## config.mk

```make
export PLATFORM = sky130hd
export DESIGN_NAME = ahb_master_arbiter
export DESIGN_NICKNAME = d
export VERILOG_FILES = /design/src/rtl/ahb_pkg.sv /design/src/rtl/ahb_arb_burst_tracker.sv /design/src/rtl/ahb_master_arbiter.sv
export SDC_FILE = /design/constraint.sdc
export NUM_CORES = 1
export LEC_CHECK = 0
export BUFFER_PORTS_ARGS = -buffer_cell sky130_fd_sc_hd__buf_4
export CAP_MARGIN = 20
export CORE_MARGIN = 8
export CORE_UTILIZATION = 44
export CTS_BUF_LIST = sky130_fd_sc_hd__clkbuf_16
export CTS_CLUSTER_SIZE = 10
export DETAILED_ROUTE_END_ITERATION = 12
export PLACE_DENSITY = 0.68
export SETUP_SLACK_MARGIN = 0.5
export SLEW_MARGIN = 20
export SYNTH_ARGS = -nofsm -noshare
export SYNTH_HDL_FRONTEND = slang
export SYNTH_SLANG_ARGS = --single-unit
```

## constraint.sdc

```tcl
create_clock -name HCLK -period 2.11 [get_ports HCLK]
set_input_delay 0.422 -clock HCLK [delete_from_list [all_inputs] [get_ports HCLK]]
set_output_delay 0.422 -clock HCLK [all_outputs]
set_load 0.005 [all_outputs]
```

## src/rtl/ahb_pkg.sv

```systemverilog
// rtl/ahb_pkg.sv - shared AHB encodings and master IDs for the arbiter slice
package ahb_pkg;

  typedef enum logic [1:0] {
    HTRANS_IDLE   = 2'b00,
    HTRANS_BUSY   = 2'b01,
    HTRANS_NONSEQ = 2'b10,
    HTRANS_SEQ    = 2'b11
  } htrans_e;

  typedef enum logic [2:0] {
    HBURST_SINGLE = 3'd0,
    HBURST_INCR   = 3'd1,
    HBURST_WRAP4  = 3'd2,
    HBURST_INCR4  = 3'd3,
    HBURST_WRAP8  = 3'd4,
    HBURST_INCR8  = 3'd5,
    HBURST_WRAP16 = 3'd6,
    HBURST_INCR16 = 3'd7
  } hburst_e;

  localparam logic MST_CPU = 1'b0;
  localparam logic MST_DMA = 1'b1;

  // Beats still to come after the NONSEQ of a fixed-length burst.
  function automatic logic [4:0] burst_beats_left(input logic [2:0] hburst);
    case (hburst)
      HBURST_WRAP4,  HBURST_INCR4:  burst_beats_left = 5'd3;
      HBURST_WRAP8,  HBURST_INCR8:  burst_beats_left = 5'd7;
      HBURST_WRAP16, HBURST_INCR16: burst_beats_left = 5'd15;
      default:                      burst_beats_left = 5'd0;
    endcase
  endfunction

endpackage

```

## src/rtl/ahb_arb_burst_tracker.sv

```systemverilog
// rtl/ahb_arb_burst_tracker.sv - burst-length decode and hold counter for the arbiter
module ahb_arb_burst_tracker
  import ahb_pkg::*;
#(
  parameter int MAX_HOLD = 16
) (
  input  logic       clk_i,
  input  logic       rst_ni,
  input  logic       hready_i,
  input  logic       hresp_i,
  input  logic [1:0] htrans_i,
  input  logic [2:0] hburst_i,
  input  logic       owner_change_i,
  output logic       burst_end_o
);

  localparam logic [4:0] HOLD_MAX  = 5'(MAX_HOLD);
  localparam logic [4:0] HOLD_LAST = 5'(MAX_HOLD - 1);

  logic [4:0] beats_left_q, beats_left_d;
  logic [4:0] hold_cnt_q, hold_cnt_d;
  logic       xfer;

  assign xfer = (htrans_i == HTRANS_NONSEQ) || (htrans_i == HTRANS_SEQ);

  always_comb begin
    beats_left_d = beats_left_q;
    hold_cnt_d   = hold_cnt_q;
    if (hresp_i)
      beats_left_d = 5'd0;
    else if (htrans_i == HTRANS_NONSEQ)
      beats_left_d = burst_beats_left(hburst_i);
    else if (htrans_i == HTRANS_SEQ && beats_left_q != 5'd0)
      beats_left_d = beats_left_q - 5'd1;
    if (owner_change_i)
      hold_cnt_d = 5'd0;
    else if (xfer && hold_cnt_q < HOLD_MAX)
      hold_cnt_d = hold_cnt_q + 5'd1;
  end

  always_ff @(posedge clk_i or negedge rst_ni) begin
    if (!rst_ni) begin
      beats_left_q <= 5'd0;
      hold_cnt_q   <= 5'd0;
    end else if (hready_i) begin
      beats_left_q <= beats_left_d;
      hold_cnt_q   <= hold_cnt_d;
    end
  end

  // Last beat of a fixed burst, or an INCR burst that has used up its hold budget.
  assign burst_end_o = (htrans_i == HTRANS_NONSEQ && hburst_i == HBURST_SINGLE) ||
                       (htrans_i == HTRANS_SEQ && beats_left_q == 5'd1) ||
                       (hburst_i == HBURST_INCR && hold_cnt_q >= HOLD_LAST);

endmodule

```

## src/rtl/ahb_master_arbiter.sv

```systemverilog
// rtl/ahb_master_arbiter.sv - two-master (CPU/DMA) AHB arbiter with zero-cycle handover
module ahb_master_arbiter
  import ahb_pkg::*;
#(
  parameter int MAX_HOLD       = 16,
  parameter int DEFAULT_MASTER = 0
) (
  input  logic       HCLK,
  input  logic       HRESETn,
  input  logic       req_cpu,
  input  logic       req_dma,
  input  logic       lock_cpu,
  input  logic       lock_dma,
  input  logic [1:0] HTRANS,
  input  logic [2:0] HBURST,
  input  logic       HREADY,
  input  logic       HRESP,
  output logic       HMASTER,
  output logic       HMASTER_DATA,
  output logic       grant_cpu,
  output logic       grant_dma,
  output logic       HMASTLOCK
);

  localparam logic DEF_MST = (DEFAULT_MASTER != 0);

  logic hmaster_q, hmaster_d;
  logic hmaster_data_q;
  logic last_owner_q, last_owner_d;
  logic owner_lock, xfer, burst_end, arb_point, owner_change, rr_last, pick;

  ahb_arb_burst_tracker #(.MAX_HOLD(MAX_HOLD)) u_tracker (
    .clk_i          (HCLK),
    .rst_ni         (HRESETn),
    .hready_i       (HREADY),
    .hresp_i        (HRESP),
    .htrans_i       (HTRANS),
    .hburst_i       (HBURST),
    .owner_change_i (owner_change),
    .burst_end_o    (burst_end)
  );

  assign owner_lock = hmaster_q ? lock_dma : lock_cpu;
  assign xfer       = (HTRANS == HTRANS_NONSEQ) || (HTRANS == HTRANS_SEQ);
  assign arb_point  = HREADY && !owner_lock &&
                      (HRESP || (HTRANS != HTRANS_BUSY &&
                                 (HTRANS == HTRANS_IDLE || burst_end)));

  // A beat moving data on this edge makes the current owner the most recent user.
  assign rr_last = xfer ? hmaster_q : last_owner_q;

  always_comb begin
    pick = DEF_MST;
    case ({req_cpu, req_dma})
      2'b10:   pick = MST_CPU;
      2'b01:   pick = MST_DMA;
      2'b11:   pick = ~rr_last;
      default: pick = DEF_MST;
    endcase
  end

  assign hmaster_d    = arb_point ? pick : hmaster_q;
  assign owner_change = (hmaster_d != hmaster_q);
  assign last_owner_d = (xfer || owner_change) ? hmaster_q : last_owner_q;

  always_ff @(posedge HCLK or negedge HRESETn) begin
    if (!HRESETn) begin
      hmaster_q      <= DEF_MST;
      hmaster_data_q <= DEF_MST;
      last_owner_q   <= ~DEF_MST;
    end else if (HREADY) begin
      hmaster_q      <= hmaster_d;
      hmaster_data_q <= hmaster_q;
      last_owner_q   <= last_owner_d;
    end
  end

  assign HMASTER      = hmaster_q;
  assign HMASTER_DATA = hmaster_data_q;
  assign grant_cpu    = (hmaster_q == MST_CPU);
  assign grant_dma    = (hmaster_q == MST_DMA);
  assign HMASTLOCK    = owner_lock;

endmodule

```

==> reports/results.ini, run 1 <==
[yosys]
synthesis.area_um2=943.4
synth_warnings=0
synth_edf_count=0
syn_nets=126
seq_area_frac_synth=0.3462
syn_area_per_cell_um2=8.735
netlist.area_leader.share=0.3183
synth_cell_types=45
synth_top_area_cell=dfrtp_1
async_flop_share=1.000
ys_top_cells_by_area=dfrtp_1, ha_1, inv_1
synth_seq_cells=13
netlist_instances=108
ys.flop_type=dfrtp_1

[critical_path]
crit_type=register to register
worst_setup_path_end_kind=register
worst-path-max-fanout=5
rrSetupSlack_ns=0.14
cp.required_ns=2.27
timing.rr.end=u_tracker.hold_cnt_q[0]
reg2regPathDepth=8
cp-start-kind=register
worstReg2RegStart=u_tracker.hold_cnt_q[0]
critPathArrivalTime_ns=2.12

[placed_design]
portBuffers=17
dp_hpwl_mm=1.662
gp_congestion=0.7545

[power]
p_leak_nw=0.6262
power.density_mw_per_mm2=1204
vdd_ir_drop_max_uv=989.4

[floorplan]
pin_count=18
core_mm2=0.002002
initial_core_util=0.4713
fp.dieW_um=62.31
dieArea_mm2=0.003882
rows=16
dieHeight_um=62.31

[sta]
drv_slew=0
hold_viol=0
fin_worst_skew_ns=0.001079
timing.setup.tns_ns=0
tightest_slew_ns=0.3560
finalSetupViolations=0
rsz0062_at_grt=yes
max_freq_ghz=0.5079
slew-limit-headroom=0.7565
fin_crit_sh=0.9332
finalCriticalPeriod_ns=1.969
holdWs_ns=0.02087

[drt]
post-route-drc-count=0
num_vias=964
totalWireLength_mm=2.699
wire_per_inst_um=16.26
first_iter_violations=39
avgViaCountPerCell=5.807
postRouteAntennaNets=0
drtPass1Iterations=4

[run]
maxCapViolations=0

[finish]
drive_gt1_frac=0.3885
final_common_cell=buf_4
diodes=0
nets=158
area_growth_syn_to_layout_pct=41.78
final_cell_mix=buf_4, inv_1, dfrtp_1

[grt]
groute.usage.overall=0.1310
grt_max_degree=17
grt_pass1_wl_mm=4.209
grt-ovfl-total=0
antenna_found_initial=0
grt_pass1_vias=921

[status]
status=completed

[clock_network]
cts_sinks=13
root_buffer=clkbuf_16
cts.clk_slew.worst_paths_ns=0.04
hold_buffers=0
numCtsBuffers=3
cts_tree=done
clk_path_buf_depth=2
clk_latency_ns=0.24
cts-htree-levels=1

[hold_path]
hold_class=primary input to async pin

[metrics by stage]
stage | cells | power [mW] | util | instance area, µm² | setup slack [ns]
floorplan | 108 | 0.8356 | - | 948.4 | 0.1847
global placement | 147 | 0.9781 | 0.5388 | 1079 | 0.1248
detailed placement | 147 | 1.005 | 0.5388 | 1079 | 0.06979
CTS | 161 | 1.498 | 0.6369 | 1275 | 0.2018
global route | 166 | 1.724 | 0.6681 | 1338 | 0.06900
finish | 166 | 1.610 | 0.6681 | 1338 | 0.1410
[per-layer routing]
metal  GRT usage  part of all wire
met3     0.05197             0.053
met5           0                 0
met4     0.03419             0.017
met2      0.2160              0.51
met1      0.1538              0.42
[power breakdown]
group,internal [mW],switching (mW)
registers,0.356,0.109
logic,0.422,0.369
clock network,0.250,0.103
[critical path, cell delays in order (launching register included)]
cell and delay, ns:
dfrtp_1 0.38, ha_2 0.21, and3_4 0.16, ha_4 0.14, nand4b_1 0.16, a221o_1 0.39
and2_4 0.18, buf_4 0.14, o22ai_2 0.11
[synthesized netlist by cell type, drive strengths merged, types with 2 or more instances]
cell,count
nor2b,6
o31ai,3
nand3,3
ha,5
a31oi,3
nor2,9
o21ai,7
a21oi,6
or3b,2
buf,3
nand3b,2
dfrtp,12
nor3,2
nand2,2
clkbuf,2
o22ai,3
nand4,3
and3,2
inv,11
nand2b,2
[how the worst max path moves through the flow]
| stage | from | endpoint | slack (ns) |
|---|---|---|---|
| 2_1_floorplan | u_tracker.hold_cnt_q[0] | last_owner_q | 0.18 |
| 3_3_place_gp | u_tracker.hold_cnt_q[0] | last_owner_q | 0.12 |
| 3_5_place_dp | u_tracker.hold_cnt_q[1] | last_owner_q | 0.07 |
| 4_1_cts | u_tracker.hold_cnt_q[0] | last_owner_q | 0.20 |
| 5_1_grt | u_tracker.hold_cnt_q[0] | last_owner_q | 0.07 |
| 6_report | u_tracker.hold_cnt_q[0] | u_tracker.hold_cnt_q[0] | 0.14 |
[timing repair]
item,4_1_cts,5_1_grt
pin swaps,5,2
resized for setup,8,5
setup endpoints to repair,13,13
buffers inserted,10,5
[cell families after synthesis]
family,Yosys count,share of synthesized area
adder cells (fa/ha/maj),5,0.06631
buffers and inverters,16,0.07692
AND/OR/NAND/NOR,39,0.2493
multiplexers,2,0.02255
flip-flops,13,0.3462
AO/OA/AOI/OAI,33,0.2388
[layout make-up]
type                            instances  area, µm²
Timing Repair Buffer                   32      240.2
Multi-Input combinational cell         79      615.6
Inverter                               11      41.29
Fill cell                             160      664.4
Clock buffer                            3      75.07
Sequential cell                        13      327.8
Clock inverter                          1      3.754
Tap cell                               27      33.78
[sequential cells by signal, summed over array words and instances, names as in the netlist]
signal and cells:
u_tracker.beats_left_q 5, HMASTER 1, last_owner_q 1, HMASTER_DATA 1
u_tracker.hold_cnt_q 5
No activity file was read; power rests on OpenSTA's default activity.
==> inputs of run 2 (changes only) <==
CELL_PAD_IN_SITES_DETAIL_PLACEMENT = 1   (was not set)
CELL_PAD_IN_SITES_GLOBAL_PLACEMENT = 1   (was not set)
CORE_UTILIZATION = 36   (was 44)
HOLD_SLACK_MARGIN = 0.05   (was not set)
PLACE_DENSITY = not set   (was 0.68)
PLACE_DENSITY_LB_ADDON = 0.1   (was not set)
==> run 2 against run 1 <==
Count of clock-buffer cells in the layout stayed put. Combinational power is 0.5% lower. Design area is 2.2% higher. Die area is 16% higher. Sequential share of layout area is 0.42 points lower. First-iteration DRC count is 5.1% higher. Critical endpoint is now last_owner_q.
==> reports/results.ini, run 2 (same netlist as run 1, synthesis figures left out) <==
[status]
status=completed

[grt]
groute.usage.overall=0.1348
grt_pass1_wl_mm=4.747
antenna_found_initial=0
grt_pass1_vias=1028
grt_max_degree=17
grt-ovfl-total=0

[floorplan]
dieHeight_um=67.19
fp.dieW_um=67.19
rows=18
core_mm2=0.002477
initial_core_util=0.3808
dieArea_mm2=0.004515
pin_count=18

[sta]
fin_crit_sh=0.9405
finalSetupViolations=0
tightest_slew_ns=0.4763
timing.setup.tns_ns=0
drv_slew=0
max_freq_ghz=0.5039
holdWs_ns=0.4456
finalCriticalPeriod_ns=1.985
hold_viol=0
worst_slack_ns=0.1255
slew-limit-headroom=0.6784
fin_worst_skew_ns=0.004561
rsz0062_at_grt=yes

[drt]
postRouteAntennaNets=0
drtPass1Iterations=3
avgViaCountPerCell=5.669
post-route-drc-count=0
num_vias=941
first_iter_violations=41
totalWireLength_mm=2.915
wire_per_inst_um=17.56

[hold_path]
hold_class=primary input to register
hold_start=HRESP
hold_depth=2
worstHoldEndpoint=u_tracker.beats_left_q[2]

[finish]
nFillCells=289
drive_gt1_frac=0.4265
final_cells=166
area_growth_syn_to_layout_pct=44.83
fin_area_mm2=0.001366
top_regs=u_tracker.beats_left_q: 5 flops, u_tracker.hold_cnt_q: 5 flops
final_cell_mix=buf_4, inv_1, dfrtp_1
post-route-util=0.5515
final_common_cell=buf_4
nets=155
diodes=0

[power]
vdd_ir_drop_max_uv=577.1
power.density_mw_per_mm2=1190
p_leak_nw=0.6178
p_total_mw=1.626

[clock_network]
clk_latency_ns=0.25
root_buffer=clkbuf_16
cts_tree=done
cts.clk_slew.worst_paths_ns=0.05
clk_path_buf_depth=2
cts_sinks=13
cts-htree-levels=1
numCtsBuffers=3

[critical_path]
max_stage_delay_ns=0.43
timing.rr.end=last_owner_q
cp_slowest_cell=a221o_1
crit_type=register to register
cp.required_ns=2.28
cp-start-kind=register
critPathArrivalTime_ns=2.15
crit_chain=ha_2 > and3_4 > ha_4 > nand4b_1 > a221o_1 > and2_4 > a311o_1
worst-path-max-fanout=4
rrSetupSlack_ns=0.13
reg2regPathDepth=7
worstReg2RegStart=u_tracker.hold_cnt_q[1]
worst_setup_path_end_kind=register

[placed_design]
dp_hpwl_mm=2.049
dp.cells=153
post-place-ws_ns=0.02709
gp_congestion=0.7802
portBuffers=17
place_area_mm2=0.001105

[run]
maxCapViolations=0

==> run 2: cell count changes in the layout (fill, tap and decap cells not counted), moves of 2 or more <==
| cell | previous run | this run |
|---|---|---|
| buf_6 | 0 | 2 |
| o21ai_2 | 2 | 5 |
| buf_4 | 32 | 26 |
| o21ai_0 | 5 | 1 |
==> run 2: cell type report <==
class / instances / area [µm²] / share of cell area
Clock buffer: 3 / 75.07 / 0.05495
Clock inverter: 1 / 5.005 / 0.003663
Inverter: 11 / 41.29 / 0.03022
Multi-Input combinational cell: 79 / 650.6 / 0.4762
Sequential cell: 13 / 329.1 / 0.2408
Tap cell: 30 / 37.54 / 0.02747
Timing Repair Buffer: 29 / 227.7 / 0.1667
==> run 2: worst max-delay path, delay by kind of cell (launching register included) <==
kind / cells / cell delay (ns)
fa+ha+maj: 2 / 0.33
compound gates: 2 / 0.68
flops: 1 / 0.38
simple gates: 3 / 0.50
==> run 2: routing by layer <==
metal | track usage | vias to the layer above | wire (µm)
met5 | 0 | - | 0
met4 | 0.04439 | 0 | 33
met3 | 0.03477 | 4 | 76
met2 | 0.2473 | 13 | 1562
met1 | 0.1471 | 466 | 1243
li1 | - | 458 | -
==> run 2: worst max-delay path by stage <==
| stage | startpoint | to | cells past startpoint |
|---|---|---|---|
| final | u_tracker.hold_cnt_q[1] | last_owner_q | 7 |
| after global routing | u_tracker.hold_cnt_q[1] | last_owner_q | 7 |
| after CTS | u_tracker.hold_cnt_q[0] | last_owner_q | 7 |
| after detailed placement | u_tracker.hold_cnt_q[1] | last_owner_q | 7 |
| after global placement | u_tracker.hold_cnt_q[1] | last_owner_q | 7 |
| after floorplan | u_tracker.hold_cnt_q[0] | last_owner_q | 7 |
==> run 2: power breakdown <==
group | internal, mW | switching (mW) | leakage, nW | total, mW
Sequential | 0.357 | 0.116 | 0.150 | 0.473
Clock | 0.253 | 0.112 | 0.0409 | 0.365
Combinational | 0.414 | 0.373 | 0.427 | 0.788
==> run 2: what timing repair did <==
action | in CTS | in global routing
setup endpoints to repair | 12 | 13
hold buffers | 1 | 0
setup buffers | 5 | 3
pin swaps | 6 | 5
endpoints found under the hold margin | 12 | 0
resized for setup | 10 | 18
